`src/rtl/pim_sched_pkg.sv`:
```
// pim_sched_pkg: op encodings, FSM states, idle word-line address and the 13-bit command record
package pim_sched_pkg;
  typedef enum logic [1:0] {OP_LOAD_W = 2'd0, OP_RUN = 2'd1, OP_DRAIN = 2'd2, OP_NOP = 2'd3} op_e;
  typedef enum logic [2:0] {S_IDLE, S_WLOAD, S_ACT, S_COMPUTE, S_CAPTURE, S_DRAIN} state_e;
  localparam int unsigned WL_IDLE_ADDR = 288;
  localparam int unsigned CMD_W = 13;
  typedef struct packed {
    op_e op;
    logic [1:0] macro;
    logic [8:0] rows;
  } cmd_t;
endpackage

```
`src/rtl/pim_job_scheduler_if.sv`:
```
// pim_job_scheduler_if: command push, buffer handshakes, strobes and status of the scheduler; slave = scheduler side, master = CPU/fabric side
interface pim_job_scheduler_if;
  logic i_cmd_valid;
  logic o_cmd_ready;
  logic [1:0] i_cmd_op;
  logic [1:0] i_cmd_macro;
  logic [8:0] i_cmd_rows;
  logic i_wb_ready;
  logic i_ab_ready;
  logic i_rd_ack;
  logic i_err_clr;
  logic [1:0] o_macro_sel;
  logic o_weight_out_en;
  logic [8:0] o_WL_address;
  logic o_activation_out_en;
  logic o_result_in_en;
  logic [7:0] o_result_word;
  logic o_busy;
  logic o_valid;
  logic o_err;
  logic [31:0] o_perf_cycles;
  modport slave (
    input i_cmd_valid, i_cmd_op, i_cmd_macro, i_cmd_rows, i_wb_ready, i_ab_ready, i_rd_ack, i_err_clr,
    output o_cmd_ready, o_macro_sel, o_weight_out_en, o_WL_address, o_activation_out_en, o_result_in_en,
    output o_result_word, o_busy, o_valid, o_err, o_perf_cycles
  );
  modport master (
    output i_cmd_valid, i_cmd_op, i_cmd_macro, i_cmd_rows, i_wb_ready, i_ab_ready, i_rd_ack, i_err_clr,
    input o_cmd_ready, o_macro_sel, o_weight_out_en, o_WL_address, o_activation_out_en, o_result_in_en,
    input o_result_word, o_busy, o_valid, o_err, o_perf_cycles
  );
endinterface

```
`src/rtl/pim_cmd_fifo.sv`:
```
// pim_cmd_fifo: DEPTH x W sync FIFO (i_clk, i_rst async high; i_push/i_wdata in, i_pop/o_rdata out, o_full/o_empty from registered count)
module pim_cmd_fifo #(
  parameter int DEPTH = 4,
  parameter int W = 13
) (
  input  logic         i_clk,
  input  logic         i_rst,
  input  logic         i_push,
  input  logic [W-1:0] i_wdata,
  input  logic         i_pop,
  output logic [W-1:0] o_rdata,
  output logic         o_full,
  output logic         o_empty
);
  localparam int AW = $clog2(DEPTH);
  typedef logic [AW-1:0] ptr_t;
  typedef logic [AW:0] cnt_t;
  logic [W-1:0] mem_q [DEPTH];
  ptr_t wr_q, wr_d, rd_q, rd_d;
  cnt_t cnt_q, cnt_d;
  logic do_push, do_pop;
  assign o_full = cnt_q == cnt_t'(DEPTH);
  assign o_empty = cnt_q == '0;
  assign o_rdata = mem_q[rd_q];
  always_comb begin
    do_push = i_push & ~o_full;
    do_pop = i_pop & ~o_empty;
    wr_d = wr_q + ptr_t'(do_push);
    rd_d = rd_q + ptr_t'(do_pop);
    cnt_d = cnt_q + cnt_t'(do_push) - cnt_t'(do_pop);
  end
  always_ff @(posedge i_clk or posedge i_rst) begin
    if (i_rst) begin
      wr_q <= '0;
      rd_q <= '0;
      cnt_q <= '0;
    end else begin
      wr_q <= wr_d;
      rd_q <= rd_d;
      cnt_q <= cnt_d;
    end
  end
  always_ff @(posedge i_clk) if (do_push) mem_q[wr_q] <= i_wdata;
endmodule

```
`src/rtl/pim_job_scheduler.sv`:
```
// pim_job_scheduler: queued LOAD_W/RUN/DRAIN sequencer for 4 PIM macros (i_clk, i_rst async high, bus = pim_job_scheduler_if.slave); PIM_SCHED_PERF_EN builds the busy-cycle counter
module pim_job_scheduler
  import pim_sched_pkg::*;
#(
  parameter int CMD_DEPTH = 4,
  parameter int WL_ROWS = WL_IDLE_ADDR,
  parameter int COMPUTE_CYCLES = 4,
  parameter int RESULT_WORDS = 256
) (
  input logic i_clk,
  input logic i_rst,
  pim_job_scheduler_if.slave bus
);
  localparam int CCW = $clog2(COMPUTE_CYCLES + 1);
  state_e state_q, state_d;
  cmd_t head;
  logic empty, full, pop, busy, pending, err_set;
  logic [1:0] macro_q, macro_d;
  logic [8:0] rows_q, rows_d, r_q, r_d, addr_q, addr_d;
  logic [CCW-1:0] cnt_q, cnt_d;
  logic [7:0] word_q, word_d;
  logic we_q, we_d, act_q, act_d, res_q, res_d, valid_q, valid_d, err_q, err_d;
  pim_cmd_fifo #(.DEPTH(CMD_DEPTH), .W(CMD_W)) u_fifo (
    .i_clk  (i_clk),
    .i_rst  (i_rst),
    .i_push (bus.i_cmd_valid),
    .i_wdata({bus.i_cmd_op, bus.i_cmd_macro, bus.i_cmd_rows}),
    .i_pop  (pop),
    .o_rdata(head),
    .o_full (full),
    .o_empty(empty)
  );
  assign busy = (state_q != S_IDLE) | ~empty;
  // a capture strobe still in flight counts as an undrained result
  assign pending = valid_q | res_q;
  always_comb begin
    state_d = state_q;
    macro_d = macro_q;
    rows_d = rows_q;
    r_d = r_q;
    cnt_d = cnt_q;
    word_d = word_q;
    we_d = 1'b0;
    addr_d = 9'(WL_ROWS);
    act_d = 1'b0;
    res_d = 1'b0;
    valid_d = pending;
    err_set = 1'b0;
    pop = 1'b0;
    case (state_q)
      S_IDLE: if (!empty) begin
        pop = 1'b1;
        macro_d = head.macro;
        rows_d = head.rows;
        r_d = '0;
        case (head.op)
          OP_LOAD_W: begin
            err_set = head.rows == '0 || head.rows > 9'(WL_ROWS);
            state_d = err_set ? S_IDLE : S_WLOAD;
          end
          OP_RUN: begin
            err_set = pending;
            state_d = pending ? S_IDLE : S_ACT;
          end
          OP_DRAIN: begin
            err_set = ~pending;
            state_d = pending ? S_DRAIN : S_IDLE;
            word_d = '0;
          end
          default: ;
        endcase
      end
      S_WLOAD: if (bus.i_wb_ready) begin
        we_d = 1'b1;
        addr_d = r_q;
        r_d = r_q + 9'd1;
        state_d = (r_q == rows_q - 9'd1) ? S_IDLE : S_WLOAD;
      end
      S_ACT: if (bus.i_ab_ready) begin
        act_d = 1'b1;
        cnt_d = '0;
        state_d = S_COMPUTE;
      end
      S_COMPUTE: begin
        cnt_d = cnt_q + CCW'(1);
        state_d = (cnt_q == CCW'(COMPUTE_CYCLES - 1)) ? S_CAPTURE : S_COMPUTE;
      end
      S_CAPTURE: begin
        res_d = 1'b1;
        state_d = S_IDLE;
      end
      S_DRAIN: if (bus.i_rd_ack) begin
        if (word_q == 8'(RESULT_WORDS - 1)) begin
          word_d = '0;
          valid_d = 1'b0;
          state_d = S_IDLE;
        end else begin
          word_d = word_q + 8'd1;
        end
      end
      default: state_d = S_IDLE;
    endcase
    err_d = err_set | (err_q & ~bus.i_err_clr);
  end
  always_ff @(posedge i_clk or posedge i_rst) begin
    if (i_rst) begin
      state_q <= S_IDLE;
      macro_q <= '0;
      rows_q <= '0;
      r_q <= '0;
      cnt_q <= '0;
      word_q <= '0;
      we_q <= 1'b0;
      addr_q <= 9'(WL_ROWS);
      act_q <= 1'b0;
      res_q <= 1'b0;
      valid_q <= 1'b0;
      err_q <= 1'b0;
    end else begin
      state_q <= state_d;
      macro_q <= macro_d;
      rows_q <= rows_d;
      r_q <= r_d;
      cnt_q <= cnt_d;
      word_q <= word_d;
      we_q <= we_d;
      addr_q <= addr_d;
      act_q <= act_d;
      res_q <= res_d;
      valid_q <= valid_d;
      err_q <= err_d;
    end
  end
  assign bus.o_cmd_ready = ~full;
  assign bus.o_macro_sel = macro_q;
  assign bus.o_weight_out_en = we_q;
  assign bus.o_WL_address = addr_q;
  assign bus.o_activation_out_en = act_q;
  assign bus.o_result_in_en = res_q;
  assign bus.o_result_word = word_q;
  assign bus.o_busy = busy;
  assign bus.o_valid = valid_q;
  assign bus.o_err = err_q;
`ifdef PIM_SCHED_PERF_EN
  logic [31:0] perf_q, perf_d;
  always_comb perf_d = (busy && perf_q != '1) ? perf_q + 32'd1 : perf_q;
  always_ff @(posedge i_clk or posedge i_rst) begin
    if (i_rst) perf_q <= '0;
    else perf_q <= perf_d;
  end
  assign bus.o_perf_cycles = perf_q;
`else
  assign bus.o_perf_cycles = '0;
`endif
endmodule
```
`src/flat_wrapper.sv`:
```
// flat-port wrapper written by rule: the top's interface ports become plain ports
module pim_job_scheduler_flat import pim_sched_pkg::*;
#(
  parameter int CMD_DEPTH = 4,
  parameter int WL_ROWS = WL_IDLE_ADDR,
  parameter int COMPUTE_CYCLES = 4,
  parameter int RESULT_WORDS = 256
)
  (i_clk, i_rst, bus_i_cmd_valid, bus_i_cmd_op, bus_i_cmd_macro, bus_i_cmd_rows, bus_i_wb_ready, bus_i_ab_ready, bus_i_rd_ack, bus_i_err_clr, bus_o_cmd_ready, bus_o_macro_sel, bus_o_weight_out_en, bus_o_WL_address, bus_o_activation_out_en, bus_o_result_in_en, bus_o_result_word, bus_o_busy, bus_o_valid, bus_o_err, bus_o_perf_cycles);
  pim_job_scheduler_if bus_i ();
  input logic i_clk;
  input logic i_rst;
  input wire logic [$bits(bus_i.i_cmd_valid)-1:0] bus_i_cmd_valid;
  input wire logic [$bits(bus_i.i_cmd_op)-1:0] bus_i_cmd_op;
  input wire logic [$bits(bus_i.i_cmd_macro)-1:0] bus_i_cmd_macro;
  input wire logic [$bits(bus_i.i_cmd_rows)-1:0] bus_i_cmd_rows;
  input wire logic [$bits(bus_i.i_wb_ready)-1:0] bus_i_wb_ready;
  input wire logic [$bits(bus_i.i_ab_ready)-1:0] bus_i_ab_ready;
  input wire logic [$bits(bus_i.i_rd_ack)-1:0] bus_i_rd_ack;
  input wire logic [$bits(bus_i.i_err_clr)-1:0] bus_i_err_clr;
  output wire logic [$bits(bus_i.o_cmd_ready)-1:0] bus_o_cmd_ready;
  output wire logic [$bits(bus_i.o_macro_sel)-1:0] bus_o_macro_sel;
  output wire logic [$bits(bus_i.o_weight_out_en)-1:0] bus_o_weight_out_en;
  output wire logic [$bits(bus_i.o_WL_address)-1:0] bus_o_WL_address;
  output wire logic [$bits(bus_i.o_activation_out_en)-1:0] bus_o_activation_out_en;
  output wire logic [$bits(bus_i.o_result_in_en)-1:0] bus_o_result_in_en;
  output wire logic [$bits(bus_i.o_result_word)-1:0] bus_o_result_word;
  output wire logic [$bits(bus_i.o_busy)-1:0] bus_o_busy;
  output wire logic [$bits(bus_i.o_valid)-1:0] bus_o_valid;
  output wire logic [$bits(bus_i.o_err)-1:0] bus_o_err;
  output wire logic [$bits(bus_i.o_perf_cycles)-1:0] bus_o_perf_cycles;
  assign bus_i.i_cmd_valid = bus_i_cmd_valid;
  assign bus_i.i_cmd_op = bus_i_cmd_op;
  assign bus_i.i_cmd_macro = bus_i_cmd_macro;
  assign bus_i.i_cmd_rows = bus_i_cmd_rows;
  assign bus_i.i_wb_ready = bus_i_wb_ready;
  assign bus_i.i_ab_ready = bus_i_ab_ready;
  assign bus_i.i_rd_ack = bus_i_rd_ack;
  assign bus_i.i_err_clr = bus_i_err_clr;
  assign bus_o_cmd_ready = bus_i.o_cmd_ready;
  assign bus_o_macro_sel = bus_i.o_macro_sel;
  assign bus_o_weight_out_en = bus_i.o_weight_out_en;
  assign bus_o_WL_address = bus_i.o_WL_address;
  assign bus_o_activation_out_en = bus_i.o_activation_out_en;
  assign bus_o_result_in_en = bus_i.o_result_in_en;
  assign bus_o_result_word = bus_i.o_result_word;
  assign bus_o_busy = bus_i.o_busy;
  assign bus_o_valid = bus_i.o_valid;
  assign bus_o_err = bus_i.o_err;
  assign bus_o_perf_cycles = bus_i.o_perf_cycles;
  pim_job_scheduler #(.CMD_DEPTH(CMD_DEPTH), .WL_ROWS(WL_ROWS), .COMPUTE_CYCLES(COMPUTE_CYCLES), .RESULT_WORDS(RESULT_WORDS)) u_core (.i_clk(i_clk), .i_rst(i_rst), .bus(bus_i));
endmodule
```
`config.mk`:
```
export PLATFORM = sky130hd
export DESIGN_NAME = pim_job_scheduler_flat
export DESIGN_NICKNAME = d
export VERILOG_FILES = /design/src/rtl/pim_sched_pkg.sv /design/src/rtl/pim_job_scheduler_if.sv /design/src/rtl/pim_cmd_fifo.sv /design/src/rtl/pim_job_scheduler.sv /design/src/flat_wrapper.sv
export SDC_FILE = /design/constraint.sdc
export NUM_CORES = 1
export LEC_CHECK = 0
export CORE_MARGIN = 10
export CORE_UTILIZATION = 54
export DETAILED_ROUTE_END_ITERATION = 8
export GPL_TIMING_DRIVEN = 0
export PLACE_DENSITY = 0.86
export SLEW_MARGIN = 20
export SYNTH_ARGS = -nofsm -noshare
export SYNTH_HDL_FRONTEND = slang
export SYNTH_SLANG_ARGS = --single-unit
```
`constraint.sdc`:
```
create_clock -name i_clk -period 3.1 [get_ports i_clk]
set_input_delay 0.93 -clock i_clk [delete_from_list [all_inputs] [get_ports i_clk]]
set_output_delay 0.93 -clock i_clk [all_outputs]
set_load 0.03 [all_outputs]
```
=== Yosys cells after proc, flatten, opt, wreduce, memory -nomap -nowiden ===
Memory sizes are Yosys's and may differ from the RTL's.
Index checks and enable logic that the tools add are counted.

* Register bits: 55
* Memory bits (writable): 52
* Output and inout bits: 58
* Memories: 1

{| class="wikitable"
|+ Memories
! memory !! depth !! bits a word !! read ports !! clocked after memory_dff !! write ports !! RTL line !! text
|-
| u_core.u_fifo.mem_q || 4 || 13 || 1 || 0 || 1 || pim_cmd_fifo.sv:18 || <nowiki>logic [W-1:0] mem_q [DEPTH];</nowiki>
|}

* Add/subtract/negate cells: 8
* Order comparisons: 1
* Eq/ne operators: 18
* Multiplexer cells: 39
* Bitwise gates (word level): 10
* Reductions and logical operators: 14

{| class="wikitable"
|+ Operator list
! operator !! number
|-
| 9-bit two-way mux || 4
|-
| 8-bit two-way mux || 4
|-
| 3-bit two-way mux || 8
|-
| 9-bit one-hot mux with 2 select lines || 1
|-
| 1-bit two-way mux || 16
|-
| 8-bit one-hot mux with 2 select lines || 1
|-
| 3-bit one-hot mux with 5 select lines || 1
|-
| 2-bit inequality test (second input constant) || 5
|-
| 9-bit by 1-bit adder with 9-bit output (second input constant) || 1
|-
| 3-bit by 2-bit == test with 1-bit output (second input constant) || 3
|-
| 3-bit == test (second input constant) || 3
|-
| 9-bit == test || 1
|-
| 9-bit > comparator (second input constant) || 1
|-
| 9-bit zero test || 1
|-
| 3-bit one-hot mux with 3 select lines || 1
|-
| 9-bit by 1-bit subtractor with 9-bit output (second input constant) || 1
|-
| 8-bit by 1-bit adder with 8-bit output (second input constant) || 1
|-
| 8-bit == test (second input constant) || 1
|-
| 3-bit zero test || 2
|-
| 3-bit one-hot mux with 2 select lines || 1
|-
| 6-bit AND reduction || 1
|-
| 2-bit nonzero test || 3
|-
| 2-bit by 1-bit adder with 2-bit output || 2
|-
| 4-bit inequality test (second input constant) || 1
|-
| 18 further kinds || 26
|}

=== Longest topological paths before layout ===
Gate-level depths: netlist of the first run.
An unclocked memory read counts as a cell.

* Word-level depth: 7
* Depth in mapped cells: 10
* Depth with buffers taken out: 10

=== Hierarchy ===
From an unflattened synthesis of the first run, not the netlist that was laid out.

* Cell total of the unflattened synthesis: 398
* Area, all modules: 5148.7 µm²

{| class="wikitable"
|+ By module, submodules not included
! module !! times used !! cells an instance !! area each (µm²) !! seq. area each (µm²)
|-
| pim_job_scheduler || 1 || 298 || 2840.2 || 1203.7
|-
| pim_cmd_fifo || 1 || 100 || 2308.5 || 1736.7
|}

=== Least setup slack after synthesis of the first run ===
Ideal clock, no wire load.

* Kind: register to register
* From: reg u_core.u_fifo.rd_q[0]
* To: reg u_core.state_q[0]
* Arrival: 2.481 ns
* Required time: 2.971 ns
* Path slack: 0.490 ns
* Stages on the path, launching flop included: 9
* Path buffers: 1
* Clock period less this slack: 2.610 ns
* Path through: dfrtp_1 buf_6 mux4_1 ha_1 nor3_1 o21ai_1 and2_1 a32o_1 a2111o_1

* Word-level cells in the longest chain between the ends: 7
* Elaborated cells on any way between the ends: 13
* Classes of those cells: order compare (1); eq/ne (3); mux (4); reduce/logical (4); memory (1)

{| class="wikitable"
|+ Ends and longest elaborated chain
! item !! RTL line !! text
|-
| start, declared || pim_cmd_fifo.sv:19 || <nowiki>ptr_t wr_q, wr_d, rd_q, rd_d;</nowiki>
|-
| start signal, assigned || pim_cmd_fifo.sv:39 || <nowiki>rd_q <= rd_d;</nowiki>
|-
| memory 4 x 13 bit * || -- ||
|-
| 9-bit > comparator / 9-bit zero test (equally long branches) || pim_job_scheduler.sv:58 || <nowiki>err_set = head.rows == '0 || head.rows > 9'(WL_ROWS);</nowiki>
|-
| 1-bit logical OR || pim_job_scheduler.sv:58 ||
|-
| 1-bit two-way mux || pim_job_scheduler.sv:59 || <nowiki>state_d = err_set ? S_IDLE : S_WLOAD;</nowiki>
|-
| 3-bit one-hot mux with 3 select lines || pim_job_scheduler.sv:56 || <nowiki>case (head.op)</nowiki>
|-
| 3-bit two-way mux || pim_job_scheduler.sv:51 || <nowiki>S_IDLE: if (!empty) begin</nowiki>
|-
| 3-bit one-hot mux with 5 select lines || pim_job_scheduler.sv:50 || <nowiki>case (state_q)</nowiki>
|-
| end signal, assigned || pim_job_scheduler.sv:120 || <nowiki>state_q <= state_d;</nowiki>
|-
| end, declared || pim_job_scheduler.sv:15 || <nowiki>state_e state_q, state_d;</nowiki>
|}

Mark *: on every way between the ends. The rest lies on a longest branch, timed or not. The select of a mux whose other input is x is not followed.
A chain may end at the register's enable or synchronous reset.

=== Worst setup path after layout of the first run ===
Ends and elaborated chain as after synthesis.

==> impl_metrics.yaml, run 1 <==
timing:
  tightest_slew_ns: 0.750
  hold_ws_ns: 0.503
  hold_viol_final: 0
  relSlewSlack_pct: 49.9
  fin_crit_sh_pct: 94.3
  max_freq_mhz: 342
  setup_ws_ns: 0.177
  min_period_ns: 2.92
  skew_ns: 0.0135
  slew_viol_final: 0
  setup_viol: 0
  rsz0062_at_grt: "no"
synth:
  synthMuxAreaShare_pct: 9.10
  synth.top_cells.by_area: "edfxtp_1 31%, dfrtp_1 26%, mux4_1 5.2%"
  synth-compound-area-share_pct: 6.64
  synth_warnings: 0
  synthXorXnorAreaFrac_pct: 3.96
  netlist_instances: 390
  ys_seq_elements: 107
  synthFlopType: "dfrtp_1"
  synthAdderAreaFrac_pct: 3.59
  yosysUniqueCellTypes: 58
  synth_top_family_by_area: "simple AND/OR/NAND/NOR gates"
  seq_area_frac_synth_pct: 57.8
  ys_async_sr_fraction_pct: 51.4
  avgSynthCellArea_um2: 13.1
  yosysTopAreaCellShare_pct: 30.7
  synth_edf_count: 52
  netlist_area_mm2: 0.00509
  synth_simple_gate_area_share_pct: 11.9
  yosys.area.top_type: "edfxtp_1"
floorplan:
  rows: 35
  die_x_um: 117
  initial_core_util_pct: 55.3
  io_pins: 78
  die-area_mm2: 0.0137
  fp.dieH_um: 117
  core_area_mm2: 0.00920
placement:
  hpwl_mm: 7.27
  io_buffers: 45
  preCtsSetupSlack_ns: -0.104
  gp_congestion: 0.864
clock_tree:
  tritoncts: "done"
  cts_setup_buffers: 0
  postCtsHoldBufs: 0
  clockBufferDepth: 2
  cts.repair.resized: 0
  root_buffer: "clkbuf_8"
  cts-buffers-inserted: 9
  htreeDepth: 3
  clk_pin_slew_worst_paths_ns: 0.11
  clkLatencyLatePin_ns: 0.37
  clkSinkCount: 107
global_route:
  grt_max_degree: 34
  antenna_found_initial: 0
  grt_pass1_vias: 3370
  overflow: 0
  track_usage_pct: 15.1
  grt_pass1_wl_mm: 16.4
power:
  leakage_nw: 2.53
  powerDensity_mw_per_mm2: 740
  ir_worst_vdd_mv: 0.465
  p_total_w: 0.00447
worst_setup_path:
  arrival_ns: 3.17
  crit_type: "flop to flop"
  crit_buf_inv: 1
  crit_family: "compound AO/OA/AOI/OAI gates"
  required_ns: 3.35
  cp-end-kind: "flop"
  startpoint_type: "flop"
  cp_slowest_stage_delay_ns: 0.65
  cp_slowest_cell: "mux4_1"
  crit_fanout: 10
  crit_chain: "buf_6, mux4_1, ha_1, nor3_1, o21ai_1, and2_1, a32o_1, a2111o_1"
finish:
  nets: 512
  final_common_cell: "dfrtp_1"
  syn_to_final_growth_pct: 18.8
  drive_gt1_share_pct: 16.8
  diodes: 0
  final_cell_mix: "53 x dfrtp_1, 52 x edfxtp_1, 45 x clkdlybuf4s50_1"
detailed_routing:
  drt_iter0_drc: 185
  wl_per_cell_um: 16.3
  drc: 0
  vias: 3218
  viasPerCell: 5.42
  dr.pass1.iters: 4
  ant_nets: 0
  totalWireLength_mm: 9.66
run:
  drv_cap: 0
min_path:
  hp-class: "flop to flop"
run_status:
  outcome: "completed"
-- Yosys cell counts (3+ instances only) --
master    instances
a31oi_1           4
nand4_1           5
buf_2             5
a21oi_1           8
nand2b_1          4
nor2_1           22
or3_1             3
and3_1            5
xor2_1           15
xnor2_1           8
edfxtp_1         52
o21ai_0          18
dfrtp_1          53
nand3_1           9
nor2b_1           5
buf_4            32
mux4_2            3
nor3_1            8
clkbuf_1          5
and2_1            8
inv_1            16
ha_1             13
mux4_1           10
mux2_2           10
nand2_1          22
o31ai_1           4
-- flip-flops by register name (all words and copies together), names as in the netlist, 2 cells and up --
signal / cells
u_core.bus.o_WL_address: 9
u_core.bus.o_macro_sel: 2
u_core.bus.o_result_word: 8
u_core.cnt_q: 3
u_core.r_q: 9
u_core.rows_q: 9
u_core.state_q: 3
u_core.u_fifo.cnt_q: 3
u_core.u_fifo.mem_q: 52
u_core.u_fifo.rd_q: 2
u_core.u_fifo.wr_q: 2
-- worst register-to-register path, cell delays in order (launching register included) --
cell and delay [ns]:
dfrtp_1 0.51, buf_6 0.22, mux4_1 0.66, ha_1 0.30
nor3_1 0.22, o21ai_1 0.11, and2_1 0.19, a32o_1 0.22
a2111o_1 0.38
-- cells by family after synthesis --
| group | count (synthesis) |
|---|---|
| adders and majority gates | 14 |
| muxes | 25 |
| buffers and inverters | 59 |
| DFF | 107 |
| and+or+nand+nor | 110 |
| other | 1 |
| AOI/OAI and AO/OA | 51 |
| xor gates and xnor gates | 23 |
-- path summary, 6_finish.rpt --
path,startpoint,endpoint,slack (ns),cells past startpoint
setup reg to reg,u_core.u_fifo.rd_q[0]$_DFF_PP0_,u_core.state_q[0]$_DFFE_PP0P_,0.18,8
hold / removal,u_core.cnt_q[0]$_DFFE_PP0P_,u_core.cnt_q[0]$_DFFE_PP0P_,0.50,1
setup / recovery,u_core.u_fifo.rd_q[0]$_DFF_PP0_,u_core.state_q[0]$_DFFE_PP0P_,0.18,8
max in group asynchronous,i_rst,u_core.bus.o_WL_address[5]$_DFF_PP1_,1.45,3
hold reg to reg,u_core.cnt_q[0]$_DFFE_PP0P_,u_core.cnt_q[0]$_DFFE_PP0P_,0.50,1
min in group asynchronous,i_rst,u_core.bus.o_result_word[7]$_DFFE_PP0P_,1.00,2
-- stage by stage --
| step | std cells | TNS (ns) | cell area (um2) | utilization (%) |
|---|---|---|---|---|
| floorplan | 421 | 0 | 5210 | - |
| detailed placement | 579 | -0.104 | 5840 | 63.6 |
| global placement | 577 | -10.73 | 5800 | 63.0 |
| global route | 594 | 0 | 6050 | 65.8 |
| finish | 594 | 0 | 6050 | 65.8 |
| CTS | 595 | 0 | 6050 | 65.7 |
-- report_power, final --
part	switching, W	internal [W]
Sequential	0.000251	0.00183
Clock	0.000513	0.000320
Combinational	0.000855	0.000706
-- layer usage --
metal / global-route usage [%] / part of all wire (%) / vias to the layer above
met2: 26.6 / 50 / 97
met4: 3.62 / 0.67 / 0
met3: 4.69 / 8.6 / 6
met5: 0 / 0 / -
met1: 17.4 / 41 / 1575
li1: - / - / 1540
-- final cells by class --
cell class | instances | area [um2]
Fill cell | 677 | 3150
Sequential cell | 107 | 2940
Multi-Input combinational cell | 255 | 1930
Timing Repair Buffer | 47 | 489
Buffer | 42 | 292
Tap cell | 111 | 139
Clock buffer | 9 | 124
Clock inverter | 7 | 77.6
Inverter | 16 | 60.1
(Power assumes the default switching activity.)
==> inputs of run 2 (changes only) <==
--- a/config.mk
+++ b/config.mk
@@ -5,6 +5,7 @@
 export SDC_FILE = /design/constraint.sdc
 export NUM_CORES = 1
 export LEC_CHECK = 0
+export CAP_MARGIN = 15
 export CORE_MARGIN = 10
 export CORE_UTILIZATION = 54
 export DETAILED_ROUTE_END_ITERATION = 8
==> results of run 2 <==
Final layout, timing and power as in run 1 (identical DEF).
